`src/rtl/lane_symbol_gearbox.sv`:
```
// Byte gearbox: accepts 1/2/4-byte scrambled words into a small byte FIFO and
// emits one symbol (8 bits + K flag) per output handshake toward the 8b/10b encoder.
module lane_symbol_gearbox #(
  parameter int DEPTH = 8
) (
  input  logic                       clk_i,
  input  logic                       rst_i,
  input  logic                       flush_i,
  input  logic                       in_valid_i,
  output logic                       in_ready_o,
  input  logic [31:0]                data_i,
  input  logic [3:0]                 datak_i,
  input  logic [1:0]                 data_len_i,
  output logic                       sym_valid_o,
  input  logic                       sym_ready_i,
  output logic [7:0]                 sym_o,
  output logic                       symk_o,
  output logic [$clog2(DEPTH):0]     level_o,
  output logic                       len_err_o
);

  localparam int AW = $clog2(DEPTH);

  logic [7:0]    r_mem_data [DEPTH];
  logic          r_mem_k    [DEPTH];
  logic [AW-1:0] r_rd_ptr;
  logic [AW-1:0] r_wr_ptr;
  logic [AW:0]   r_count;
  logic          r_len_err;

  logic          w_hs;
  logic          w_len_ok;
  logic          w_push;
  logic          w_pop;
  logic [2:0]    w_n;
  logic [2:0]    w_n_push;
  logic [AW:0]   w_count_next;

  always_comb begin
    w_n = 3'd0;
    case (data_len_i)
      2'b00:   w_n = 3'd1;
      2'b01:   w_n = 3'd2;
      2'b10:   w_n = 3'd4;
      default: w_n = 3'd0;
    endcase
  end

  // Ready only when a worst-case 4-byte word fits, so overflow cannot occur.
  assign in_ready_o   = (r_count <= (AW+1)'(DEPTH - 4));
  assign w_hs         = in_valid_i & in_ready_o;
  assign w_len_ok     = (data_len_i != 2'b11);
  assign w_push       = w_hs & w_len_ok;
  assign w_n_push     = w_push ? w_n : 3'd0;
  assign sym_valid_o  = (r_count != '0);
  assign w_pop        = sym_valid_o & sym_ready_i;
  assign w_count_next = r_count + (AW+1)'(w_n_push) - (AW+1)'(w_pop);

  assign sym_o     = r_mem_data[r_rd_ptr];
  assign symk_o    = r_mem_k[r_rd_ptr];
  assign level_o   = r_count;
  assign len_err_o = r_len_err;

  always_ff @(posedge clk_i or posedge rst_i) begin
    if (rst_i) begin
      r_rd_ptr  <= '0;
      r_wr_ptr  <= '0;
      r_count   <= '0;
      r_len_err <= 1'b0;
    end else begin
      // The error pulse reports the handshake even when a flush discards the cycle.
      r_len_err <= w_hs & ~w_len_ok;
      if (flush_i) begin
        r_rd_ptr <= '0;
        r_wr_ptr <= '0;
        r_count  <= '0;
      end else begin
        r_wr_ptr <= r_wr_ptr + AW'(w_n_push);
        r_rd_ptr <= r_rd_ptr + AW'(w_pop);
        r_count  <= w_count_next;
      end
    end
  end

  // Storage carries no reset; only occupied entries are ever presented.
  always_ff @(posedge clk_i) begin
    if (w_push && !flush_i) begin
      for (int k = 0; k < 4; k++) begin
        if (k < int'(w_n)) begin
          r_mem_data[r_wr_ptr + AW'(k)] <= data_i[8*k +: 8];
          r_mem_k[r_wr_ptr + AW'(k)]    <= datak_i[k];
        end
      end
    end
  end

endmodule

```
`config.mk`:
```
export PLATFORM = sky130hd
export DESIGN_NAME = lane_symbol_gearbox
export DESIGN_NICKNAME = d
export VERILOG_FILES = /design/src/rtl/lane_symbol_gearbox.sv
export SDC_FILE = /design/constraint.sdc
export NUM_CORES = 1
export LEC_CHECK = 0
export BUFFER_PORTS_ARGS = -buffer_cell sky130_fd_sc_hd__buf_2
export CAP_MARGIN = 20
export CELL_PAD_IN_SITES_DETAIL_PLACEMENT = 0
export CELL_PAD_IN_SITES_GLOBAL_PLACEMENT = 2
export CORE_MARGIN = 5
export CORE_UTILIZATION = 42
export CTS_CLUSTER_DIAMETER = 150
export DETAILED_ROUTE_END_ITERATION = 6
export GPL_ROUTABILITY_DRIVEN = 1
export PLACE_DENSITY = 0.95
export SLEW_MARGIN = 0
export SYNTH_ARGS = -nofsm -noshare
export SYNTH_HDL_FRONTEND = slang
export SYNTH_SLANG_ARGS = --single-unit
```
`constraint.sdc`:
```
create_clock -name clk_i -period 5.38 [get_ports clk_i]
set_input_delay 0.538 -clock clk_i [delete_from_list [all_inputs] [get_ports clk_i]]
set_output_delay 0.538 -clock clk_i [all_outputs]
set_load 0.01 [all_outputs]
```
# After elaboration in Yosys (flattened, before gate mapping)
# Memory sizes are Yosys's and may differ from the RTL's.
# Cells that the tools add are included.
dict set report op_classes {
  div_mod_pow 0
  n_shift 0
  order_cmp 5
  muxes 17
  bitwise_logic 5
  reduce_logical 4
  eq_ne 3
  add_sub_neg 7
  n_mul 0
}
# cell count
set op_table {}
lappend op_table {{$mux W1} 12}
lappend op_table {{$mux W3} 3}
lappend op_table {{$pmux W3 S3} 1}
lappend op_table {{$add A3 B2 Y3 const B} 2}
lappend op_table {{$lt A1 B3 Y1 const A} 2}
lappend op_table {{$lt A2 B3 Y1 const A} 2}
lappend op_table {{$add A4 B3 Y4} 1}
lappend op_table {{$and A1 B1 Y1} 4}
lappend op_table {{$le A4 B3 Y1 const B} 1}
lappend op_table {{$mux W4} 1}
lappend op_table {{$reduce_bool A4 Y1} 1}
lappend op_table {{$sub A4 B1 Y4} 1}
lappend op_table {{$add A3 B1 Y3} 1}
lappend op_table {{$add A3 B1 Y3 const B} 1}
lappend op_table {{$add A3 B3 Y3} 1}
lappend op_table {{$eq A2 B1 Y1 const B} 1}
lappend op_table {{$eq A2 B2 Y1 const B} 1}
lappend op_table {{$logic_not A2 Y1} 1}
lappend op_table {{$ne A2 B2 Y1 const B} 1}
lappend op_table {{$logic_and A1 B1 Y1} 1}
lappend op_table {{$logic_not A1 Y1} 1}
lappend op_table {{$not A1 Y1} 1}
dict set report word_totals {
  mem_bits_rw 72
  inputBits 43
  mem_bits_ro 0
  memories 2
  latch_bits 0
  out_inout_bits 16
  reg_bits 11
}
# memory words word_bits rd rd_clocked_by_memory_dff wr line
set mem_list {}
lappend mem_list {r_mem_data 8 8 1 0 4 24} ;# logic [7:0] r_mem_data [DEPTH];
lappend mem_list {r_mem_k 8 1 1 0 4 25} ;# logic r_mem_k [DEPTH];

# Depth between registers and ports, before layout
dict set report depth {
  word_depth 7
  mapped_depth 14
  mapped_depth_nobuf 11
}

# Worst setup path after synthesis
# OpenSTA, ideal clock, no wires.
dict set report synth_path {
  path_type {in2reg}
  start {input data_len_i[0]}
  end {register r_count[3] (netlist: level_o[3])}
  t_arrival_ps 2982
  path_stages 14
  n_path_buf 3
  path_slack_ps 2266
  required_time_ps 5248
  path_cell_list {ha_1 -> nor3b_1 -> and2_1 -> buf_2 -> buf_2 -> buf_1 -> nand2_1 -> ha_1 -> inv_1 -> ha_1 -> a21o_1 -> a21oi_1 -> xnor2_1 -> nor2_1}
}
dict set report synth_via {
  elab_chain_len 6
}
# item line
set synth_rtl {}
lappend synth_rtl {{from (decl)} 13} ;# input logic [1:0] data_len_i,
lappend synth_rtl {{$eq A2 B2 Y1 (tied with other cells)} 41} ;# case (data_len_i)
lappend synth_rtl {{$pmux W3 S3 or $and A1 B1 Y1 (tied branches)} {41, 53}}
lappend synth_rtl {{$mux W3 *} 54} ;# assign w_n_push = w_push ? w_n : 3'd0;
lappend synth_rtl {{$add A4 B3 Y4 *} 57} ;# assign w_count_next = r_count + (AW+1)'(w_n_push) - (AW+1)'(w_pop);
lappend synth_rtl {{$sub A4 B1 Y4 *} 57}
lappend synth_rtl {{$mux W4 *} 73} ;# if (flush_i) begin
lappend synth_rtl {{to (signal assigned)} 80} ;# r_count <= w_count_next;
lappend synth_rtl {{to (decl)} 28} ;# logic [AW:0] r_count;
# Mark *: on every way between the ends. The rest lies on a longest branch, timed or not.

==> run summary <==
Post-Synthesis Cell Area = 0.00633 mm^2
Buffers & Inverters on Critical Path = 1
clk_lat worst skew = 0.35 ns
Worst path max stage delay = 0.80 ns
Fin Clk Skew = 0.00812 ns
placed instance area = 0.00661 mm^2
die extent in x = 133 um
Ys Warns = 0
Hold WC Path Type = primary input to async pin
DIE HEIGHT = 133 um
Critical Path End Type = flop
most common cell after layout, fill and taps aside = edfxtp_1
Seq cells post-synth = 83
multiplexer share of the synthesized area = 15.0%
clk root buf = clkbuf_16
Highest Signal Layer = met4
setup bufs post-CTS = 0
most frequent cells in the layout = 72 x edfxtp_1, 58 x buf_2, 47 x o21ai_0
# diodes = 0
met1 WL = 8940 um
CTS buffer count = 9
Seq/Total Area, Yosys = 38.5%
Sink Count = 83
Final period util = 63.0%
RSZ-0062 raised after global routing = no
Row Count = 44
share of layout cells above drive strength 1 = 21.1%
I/O pins = 59
CTS clk-pin slew, worst paths = 0.07 ns
power per cell area = 318 mW/mm^2
All-Layer GR Usage = 25.4%
Hold Violations, Final = 0
total die area = 0.0176 mm^2
final setup vio count = 0
Synth Flop Type = edfxtp_1
DRC = 0
final instance area = 0.00692 mm^2
WL final = 22800 um
gpl congestion = 0.972
Worst VDD drop = 0.145 mV
largest family of logic cells by synthesized area = compound AO/OA/AOI/OAI gates
Post-DP HPWL = 16100 um
core area = 0.0146 mm^2
Worst Path Max Fanout = 21
Detailed Route Iter0 Violations = 1128
Tmin final = 3.39 ns
met2 wire len = 10300 um
largest net degree at the start of global routing = 40
maximum clock frequency = 295 MHz
Slew Viols, Final = 0
antenna-violating nets left = 0
xor/xnor share of the synthesized area = 2.19%
required time worst endpoint = 5.35 ns
Worst Setup Slack, final = 1.99 ns
TritonCTS clock tree = done
Async SR Flop Fraction = 13.3%
gr ovfl total = 0
1st-pass router iterations = 7
CP delay by family, top = compound AO/OA/AOI/OAI gates
CP max stage cell = o21bai_1
MaxCap Viol Count = 0
Syn Inst Count = 630
total negative slack = 0 ns
vias in the first global route = 5550
initial antenna violation count = 0
simple-gate share of the synthesized area = 13.6%
Worst-Margin Slew = 1.01 ns
Unique masters post-synth = 68
crit path cell chain = inv_1, ha_1, nor2b_1, nand2_1, nor2_1, a21oi_1, o21bai_1
status = completed
Starting Density = 43.3%
wire per inst = 27.5 um
hold_buf cts = 0
Port Buffer Count = 58
nets = 698
Adder-Cell Fraction of Synth Area = 3.20%
vias post-DR = 5797
area grow syn2layout = 9.26%
Setup WS pre-CTS = 1.70 ns
startpoint types = flop
maximum level of the CTS H-tree = 3
Worst EP arrival = 3.36 ns
Core Util, Final = 47.3%
Leak = 0.00229 uW
Power, Total = 2200 uW
syn nets = 688
CTS Buffer Depth = 2
drt via density = 6.99
EDFF count, synth = 72
global-route wire length before repair = 34200 um
# resized after CTS = 0
routed wl met3 = 2250 um
kind of critical path = flop to flop
Slew headroom = 32.6%
synthesized area per cell = 10.1 um^2
complex-gate fraction of the synthesized area = 22.3%
-- routing by layer --
layer	up-vias	track usage (%)
met5	-	0
met4	0	12.7
met3	85	5.16
met2	454	38.7
met1	2794	34.3
li1	2464	-
-- Yosys cell counts, types with 8 or more instances --
cell | instances | area [um^2]
edfxtp_1 | 72 | 2160
o21ai_0 | 47 | 235
a22oi_1 | 45 | 338
nand2_1 | 45 | 169
mux2i_1 | 44 | 440
nor2_1 | 36 | 135
clkbuf_1 | 34 | 128
o22ai_1 | 34 | 213
a21oi_1 | 22 | 110
mux4_2 | 18 | 405
buf_2 | 15 | 75.1
buf_1 | 13 | 48.8
ha_1 | 13 | 163
nand3_1 | 12 | 60.1
nor3_1 | 12 | 60.1
dfrtp_1 | 11 | 275
inv_1 | 11 | 41.3
mux2_2 | 9 | 101
nor2b_1 | 9 | 56.3
and3_1 | 8 | 50.1
o32ai_1 | 8 | 70.1
xnor2_1 | 8 | 70.1
-- worst register-to-register path, cell delays in order (launching register included) --
cell and delay [ns]:
dfrtp_1 0.55, inv_1 0.17, ha_1 0.60, nor2b_1 0.43
nand2_1 0.24, nor2_1 0.15, a21oi_1 0.07, o21bai_1 0.80
-- final timing paths --
kind                       slack [ns]  depth (start not counted)                    endpoint                  start
max                              1.99                          7  r_mem_data[1][5]$_DFFE_PP_  r_wr_ptr[1]$_DFF_PP0_
max in group asynchronous        4.90                          2        level_o[1]$_DFF_PP0_                  rst_i
min in group clk_i               0.44                          2         len_err_o$_DFF_PP0_             in_valid_i
min                              0.18                          2       r_rd_ptr[1]$_DFF_PP0_                  rst_i
min reg2reg                      0.65                          2       r_rd_ptr[0]$_DFF_PP0_  r_rd_ptr[0]$_DFF_PP0_
max reg2reg                      1.99                          7  r_mem_data[1][5]$_DFFE_PP_  r_wr_ptr[1]$_DFF_PP0_
-- cell type report --
type / count / area [um^2]
Fill cell: 1364 / 7720
Multi-Input combinational cell: 468 / 3560
Sequential cell: 83 / 2440
Timing Repair Buffer: 66 / 350
Tap cell: 184 / 230
Clock buffer: 9 / 225
Clock inverter: 7 / 75.1
Inverter: 12 / 45.0
-- logic make-up after synthesis --
group,Yosys count
buffers and inverters,79
xor gates and xnor gates,12
AOI/OAI and AO/OA,208
and+or+nand+nor,162
DFF,83
muxes,71
adders and majority gates,15
-- flip-flops by register name, indices dropped and copies added, names as in the netlist --
register	cells
len_err_o	1
r_wr_ptr	3
r_mem_k	8
r_mem_data	64
level_o	4
r_rd_ptr	3
-- report_power, final --
part	internal, uW	total, uW	switching, uW
sequential	750	795	44.8
clock	363	642	279
combinational	309	766	457
total	1420	2200	781
-- through the flow --
stage	cells	hold slack [ns]
floorplan	630	0.390
global placement	812	0.558
CTS	828	0.186
detailed placement	812	0.562
global route	829	0.222
finish	829	0.178
No activity file was read; power rests on OpenSTA's default activity.
